--- src/rtl/encrypt_cbc_pkg.sv ---
// Shared widths, FSM encoding and cipher round constants for the CBC encryptor.
package encrypt_cbc_pkg;

   localparam int unsigned N_K      = 64;
   localparam int unsigned N_B      = 32;
   localparam int unsigned N_CNT    = 16;
   localparam int unsigned N_ROUNDS = 4;
   localparam int unsigned RW       = $clog2(N_ROUNDS);

   typedef enum logic [1:0] {
      S_IDLE = 2'd0,
      S_XOR  = 2'd1,
      S_ENC  = 2'd2,
      S_ACK  = 2'd3
   } state_t;

   // Multiples of the golden-ratio constant, one per round.
   localparam logic [N_B-1:0] ROUND_C [N_ROUNDS] = '{
      32'h9E3779B9, 32'h3C6EF372, 32'hDAA66D2B, 32'h78DDE6E4
   };

endpackage

--- src/rtl/encrypt_cbc_comb.sv ---
// Combinational block cipher E(k, m): key-alternating xor, rotate-left-5, add round constant.
module encrypt_comb
   import encrypt_cbc_pkg::*;
(
   input  logic [N_K-1:0] k,
   input  logic [N_B-1:0] m,
   output logic [N_B-1:0] c
);

   logic [N_B-1:0] kw [2];
   logic [N_B-1:0] s;

   assign kw[0] = k[N_B-1:0];
   assign kw[1] = k[N_K-1:N_B];

   always_comb begin
      s = m;
      for (int unsigned r = 0; r < N_ROUNDS; r++) begin
         s = s ^ kw[r[0]];
         s = {s[N_B-6:0], s[N_B-1:N_B-5]};
         s = s + ROUND_C[r[RW-1:0]];
      end
      c = s;
   end

endmodule

--- src/rtl/encrypt_cbc.sv ---
// CBC-mode encryptor with a 4-phase req/ack handshake around a single combinational cipher.
module encrypt_cbc
   import encrypt_cbc_pkg::*;
(
   input  logic             clk,
   input  logic             rst,
   input  logic             init,
   input  logic [N_K-1:0]   k,
   input  logic [N_B-1:0]   iv,
   input  logic             req,
   input  logic [N_B-1:0]   m,
   output logic             ack,
   output logic [N_B-1:0]   c,
   output logic [N_CNT-1:0] cnt
);

   state_t             state_q, state_d;
   logic [N_K-1:0]     k_q, k_d;
   logic [N_B-1:0]     chain_q, chain_d;
   logic [N_B-1:0]     x_q, x_d;
   logic [N_B-1:0]     c_q, c_d;
   logic [N_CNT-1:0]   cnt_q, cnt_d;
   logic [N_B-1:0]     enc_c;

   encrypt_comb u_enc (
      .k (k_q),
      .m (x_q),
      .c (enc_c)
   );

   always_ff @(posedge clk or posedge rst) begin
      if (rst) state_q <= S_IDLE;
      else     state_q <= state_d;
   end

   always_comb begin
      state_d = state_q;
      case (state_q)
         S_IDLE:  if (req) state_d = S_XOR;
         S_XOR:   state_d = S_ENC;
         S_ENC:   state_d = S_ACK;
         S_ACK:   if (!req) state_d = S_IDLE;
         default: state_d = S_IDLE;
      endcase
   end

   // Init and req in the same cycle: the block is chained off the new IV, not the old chain.
   always_comb begin
      k_d     = k_q;
      chain_d = chain_q;
      x_d     = x_q;
      c_d     = c_q;
      cnt_d   = cnt_q;
      ack     = (state_q == S_ACK);
      case (state_q)
         S_IDLE: begin
            if (init) begin
               k_d     = k;
               chain_d = iv;
               cnt_d   = '0;
            end
            if (req) x_d = m ^ (init ? iv : chain_q);
         end
         S_ENC: begin
            c_d     = enc_c;
            chain_d = enc_c;
            cnt_d   = cnt_q + N_CNT'(1);
         end
         default: ;
      endcase
   end

   always_ff @(posedge clk or posedge rst) begin
      if (rst) begin
         k_q     <= '0;
         chain_q <= '0;
         x_q     <= '0;
         c_q     <= '0;
         cnt_q   <= '0;
      end else begin
         k_q     <= k_d;
         chain_q <= chain_d;
         x_q     <= x_d;
         c_q     <= c_d;
         cnt_q   <= cnt_d;
      end
   end

   assign c   = c_q;
   assign cnt = cnt_q;

endmodule
--- config.mk ---
export PLATFORM = sky130hd
export DESIGN_NAME = encrypt_cbc
export DESIGN_NICKNAME = d
export VERILOG_FILES = /design/src/rtl/encrypt_cbc_pkg.sv /design/src/rtl/encrypt_cbc_comb.sv /design/src/rtl/encrypt_cbc.sv
export SDC_FILE = /design/constraint.sdc
export NUM_CORES = 1
export LEC_CHECK = 0
export CORE_MARGIN = 2
export CORE_UTILIZATION = 50
export DETAILED_ROUTE_END_ITERATION = 8
export GPL_TIMING_DRIVEN = 1
export MAX_ROUTING_LAYER = met4
export PLACE_DENSITY = 0.7
export SLEW_MARGIN = 5
export SYNTH_ARGS = -nofsm -noshare
export SYNTH_HDL_FRONTEND = slang
export SYNTH_SLANG_ARGS = --single-unit
--- constraint.sdc ---
create_clock -name clk -period 7.3 [get_ports clk]
set_input_delay 1.46 -clock clk [delete_from_list [all_inputs] [get_ports clk]]
set_output_delay 1.46 -clock clk [all_outputs]
set_load 0.05 [all_outputs]
# Yosys cells after proc, flatten, opt, wreduce, memory -nomap -nowiden
# Cells that the tools add are included.
op_classes:
  addsub: 5
  eq_ne: 6
  mux: 7
  bitwise_logic: 5
  reduce_logical: 6
ops:
  columns: ["cell", "n"]
  rows:
  - ["$xor 32x32->32", 5]
  - ["$add 32x32->32 const B", 2]
  - ["$pmux 32 s2", 1]
  - ["$add 32x30->32 const B", 1]
  - ["$add 32x31->32 const B", 1]
  - ["$mux 32", 1]
  - ["$pmux 16 s2", 1]
  - ["$add 16x1->16 const B", 1]
  - ["$mux 16", 1]
  - ["$pmux 2 s4", 1]
  - ["$reduce_and 2->1", 4]
  - ["$ne 2x2->1 const B", 3]
  - ["$eq 2x2->1 const B", 2]
  - ["$mux 2", 2]
  - ["$eq 2x1->1 const B", 1]
  - ["$logic_not 2->1", 1]
  - ["$reduce_bool 2->1", 1]
totals:
  ff_bits: 178
  inputBits: 132
  out_inout_bits: 49
  word_cells: 35

# Logic depth before layout (Yosys ltp)
depth:
  ltp_word: 9
  depth_mapped: 27
  mapped_depth_nobuf: 26

# By module
# From an unflattened synthesis, not the netlist that was laid out.
unflattened:
  cells_unflattened: 1403
  hier_area_um2: 13260.2
by_module_without_submodules:
  columns: ["mod", "n_inst", "cells_each", "area_each_um2", "seq_area_each_um2"]
  rows:
  - ["encrypt_cbc", 1, 650, 7657.3, 4454.3]
  - ["encrypt_comb", 1, 753, 5602.9, 0.0]

# Worst setup path before layout
# Ideal clock, no wire load.
synth_timing:
  path_kind: "flip-flop to flip-flop"
  startpoint: "register k_q[27]"
  endpoint: "register c_q[18], in the netlist c[18]"
  setup_time_ns: 0.125
  arrival_ns: 6.272
  required_time_ns: 7.175
  setup_slack_ns: 0.903
  path_stages_with_launch: 28
  path_buffers: 1
  period_less_slack_ns: 6.397
  cell_sequence: "dfrtp_1 -> xor2_1 -> ha_1 -> inv_1 -> o211ai_1 -> o21a_4 -> o2111a_1 -> o21ai_0 -> nand2_1 -> ha_1 -> nor3b_2 -> or3_1 -> clkbuf_2 -> nand3_1 -> nand3_1 -> ha_1 -> inv_1 -> o31ai_1 -> a22o_4 -> a2111oi_2 -> nor2_1 -> a311oi_2 -> ha_1 -> a31oi_1 -> nor3b_2 -> o21ai_0 -> xnor2_1 -> mux2_2"
synth_between:
  elab_chain_len: 8
synth_lines:
  columns: ["item", "line", "text"]
  rows:
  - ["start, declared", "encrypt_cbc.sv:18", "logic [N_K-1:0] k_q, k_d;"]
  - ["start signal, assigned", "encrypt_cbc.sv:81", "k_q <= k_d;"]
  - ["$xor 32x32->32", "encrypt_cbc_comb.sv:19", "s = s ^ kw[r[0]];"]
  - ["$add 32x32->32", "encrypt_cbc_comb.sv:21", "s = s + ROUND_C[r[RW-1:0]];"]
  - ["$xor 32x32->32", "encrypt_cbc_comb.sv:19", null]
  - ["$add 32x30->32", "encrypt_cbc_comb.sv:21", null]
  - ["$xor 32x32->32 (*)", "encrypt_cbc_comb.sv:19", null]
  - ["$add 32x32->32 (*)", "encrypt_cbc_comb.sv:21", null]
  - ["$xor 32x32->32 (*)", "encrypt_cbc_comb.sv:19", null]
  - ["$add 32x31->32 (*)", "encrypt_cbc_comb.sv:21", null]
  - ["end signal, assigned", "encrypt_cbc.sv:78", "c_q <= '0;"]
  - ["end signal, assigned", "encrypt_cbc.sv:84", "c_q <= c_d;"]
  - ["end, declared", "encrypt_cbc.sv:21", "logic [N_B-1:0] c_q, c_d;"]
# Mark *: on every way between the ends. The rest lies on a longest branch, timed or not.
# A chain may end at the register's enable or synchronous reset.

# Final worst setup path
layout_timing:
  startpoint: "register k_q[30]"
  endpoint: "register c_q[18], in the netlist c[18]"
# Same word-level chain as after synthesis.

==> results.txt <==
Yosys warnings - 0
Flop-to-flop setup slack - 0.21 ns
Top cell type's share of synthesized area - 0.323
Highest routing layer actually used - met4
CTS tree - yes
Max transition margin - 0.310
WS Path Type - flip-flop to flip-flop
Number of flops mapped to enable cells by yosys - 0
Total gr overflow - 0
Crit share post-route - 0.971
CP required - 7.64 ns
DR pass1 iterations - 6
H-tree depth - 4
GP Congestion - 1.06
Worst Min Path Start - c[5]$_DFFE_PP0P_
Count leader, synth - dfrtp_1
Length of routed wiring on met1 - 21.8 mm
Total Wirelength - 51.5 mm
DR WL/cell - 25.0 µm
Sink Count - 178
Critical path launch point type - flip-flop
Mean Syn Cell Area - 9.22 µm²
Seq/Total Area, Yosys - 0.323
Area delta synth->final - 22.8%
Post-synth ARST share - 1.00
Starting DRT DRC Count - 1,611
Worst-Skew Late Latency - 0.46 ns
Initial antenna violation count - 0
Starting Density - 0.511
Post-route DRC - 0
Critical Path End Type - flip-flop
Share of layout cells above drive strength 1 - 0.139
Post-synth cell types - 110
Most frequent cells after synthesis - dfrtp_1, xnor2_1, nand2_1
Largest net degree at the start of global routing - 97
Max-Cap Viols - 0
Arr. time, crit path - 7.42 ns
Setup_tns - 0 ns
Post-DP HPWL - 40.6 mm
Slew @ Worst Pin - 1.03 ns
Endpoints failing hold - 0
Final-report setup violation count - 0
Chip width - 170 µm
Post-synthesis cell area - 13,800 µm²
Area of the core - 27,000 µm²
Fin crit period - 7.09 ns
Full die area - 29,000 µm²
Total track usage - 0.370
Vias - 13,056
IO Port Bufs - 180
DR vias/cell - 6.33
# diodes - 0
Remaining antenna violation count - 0
Maximum clock frequency - 141 MHz
Row cnt - 60
Hold Crit Class - flip-flop to flip-flop
Status - completed
Pins Over Slew Limit - 0
Boundary Pins - 181
R2r startpoint - k_q[30]$_DFFE_PP0P_
Num CTS Buffers - 17
Clock Tree Buf Depth - 2
Top cells by area, synth - dfrtp_1, xnor2_1, xor2_1, mux2_2, mux2i_1
R2R cell count - 24
First-pass GRT wire length - 77.1 mm
Post-synth top area cell - dfrtp_1
Die height - 170 µm
Layout Nets - 1,848
Synth Instances - 1,498
Seq cells post-synth - 178
Met3 WL - 3.71 mm
Mapped Nets - 1,638
Clock skew - 0.0191 ns
Prevailing post-synth register cell - dfrtp_1
Worst-case hold path end point - c[5]$_DFFE_PP0P_
Clk slew on worst S/H paths - 0.07 ns
CTS root buffer - clkbuf_16
Hold depth - 1
Reg2reg end - c[18]$_DFFE_PP0P_
RSZ-0062 raised after global routing - true
Vias in the first global route - 12,511
Met2 routed WL - 23.5 mm
Worst-path fanout max - 7
[flip-flops by register name (all words and copies together), names as in the netlist]
| signal | cells |
|---|---|
| c | 32 |
| chain_q | 32 |
| cnt | 16 |
| k_q | 64 |
| state_q | 2 |
| x_q | 32 |
[through the flow]
| stage | setup WS, ns | area, µm² | utilization | hold WS, ns | std cells |
|---|---|---|---|---|---|
| 2_1_floorplan | 0.903 | 13800 | - | 0.469 | 1498 |
| 3_3_place_gp | 0.445 | 16300 | 0.604 | 0.471 | 2030 |
| 3_5_place_dp | 0.212 | 16300 | 0.604 | 0.469 | 2030 |
| 4_1_cts | 0.180 | 16900 | 0.625 | 0.494 | 2061 |
| 5_1_grt | -0.0314 | 17000 | 0.627 | 0.509 | 2061 |
| 6_report | 0.214 | 17000 | 0.627 | 0.490 | 2061 |
[cells in the final DEF (no fill, tap or decap), types with 8 or more instances in the layout]
master and count:
clkdlybuf4s50_1 179, dfrtp_1 178, xnor2_1 148, nand2_1 127, xor2_1 113, nor2_1 94
o21ai_0 92, mux2_2 75, a21oi_1 65, buf_4 64, nand3_1 53, mux2i_1 53
and3_1 28, a211oi_1 28, nor3_1 24, inv_1 19, nor4_1 19, nand4_1 18
a31oi_1 18, clkbuf_16 17, a21o_1 15, and2_1 13, o211ai_1 10, o21bai_1 10
o31ai_1 10, o21ai_1 9, a211o_1 9, or2_2 9, nand2b_1 9, a311oi_1 8
nor2b_1 8
[worst max path at each step]
stage,from,to,slack [ns]
CTS,k_q[19]$_DFFE_PP0P_,c[18]$_DFFE_PP0P_,0.18
global route,x_q[27]$_DFFE_PP0P_,c[18]$_DFFE_PP0P_,-0.03
detailed placement,k_q[19]$_DFFE_PP0P_,c[30]$_DFFE_PP0P_,0.21
finish,k_q[30]$_DFFE_PP0P_,c[18]$_DFFE_PP0P_,0.21
floorplan,k_q[27]$_DFFE_PP0P_,c[18]$_DFFE_PP0P_,0.90
global placement,x_q[2]$_DFFE_PP0P_,c[18]$_DFFE_PP0P_,0.44
[worst max-delay path, cell delays in order (launching register included)]
cell	delay, ns
dfrtp_1	0.44
xor2_1	0.54
o31ai_2	0.23
a311oi_1	0.61
a211oi_1	0.13
buf_4	0.18
xnor2_1	0.46
or2_2	0.28
o21ai_0	0.11
a211oi_1	0.28
o21ai_1	0.29
ha_1	0.34
inv_1	0.09
o31ai_1	0.10
a22o_4	0.28
a2111oi_2	0.48
nor2_1	0.14
a311oi_2	0.45
ha_1	0.33
a31oi_1	0.16
nor3b_2	0.23
buf_4	0.19
o21ai_0	0.15
xnor2_1	0.19
mux2_2	0.27
[timing repair]
action	in CTS	in global routing
gates resized for setup	0	12
endpoints found under the setup margin	0	30
buffers inserted	0	0
hold buffers	0	0
[routing by layer]
| metal | vias to the layer above | track usage |
|---|---|---|
| met1 | 6368 | 0.488 |
| met4 | 0 | 0.161 |
| li1 | 5896 | - |
| met3 | 122 | 0.0507 |
| met2 | 670 | 0.570 |
| met5 | - | - |
[area by class of cell]
class	count	area (µm²)
clock buffers	18	429
clock inverters	13	146
fillers	2350	10100
inverters	20	80.1
multi-input cells	1247	9140
flip-flops and latches	178	4450
well taps	341	427
repair buffers	244	2280
[cell families (layout without fill, tap and decap cells)]
group	after synthesis	count (layout)	synth area share
xor gates and xnor gates	274	274	0.183
DFF	178	178	0.323
buffers and inverters	73	295	0.0210
adders and majority gates	8	8	0.00725
muxes	129	129	0.100
AOI/OAI and AO/OA	373	373	0.192
and+or+nand+nor	463	463	0.173
Power is not shown: default switching activity piles up to over one toggle a cycle in this logic, so the estimate is an artifact.
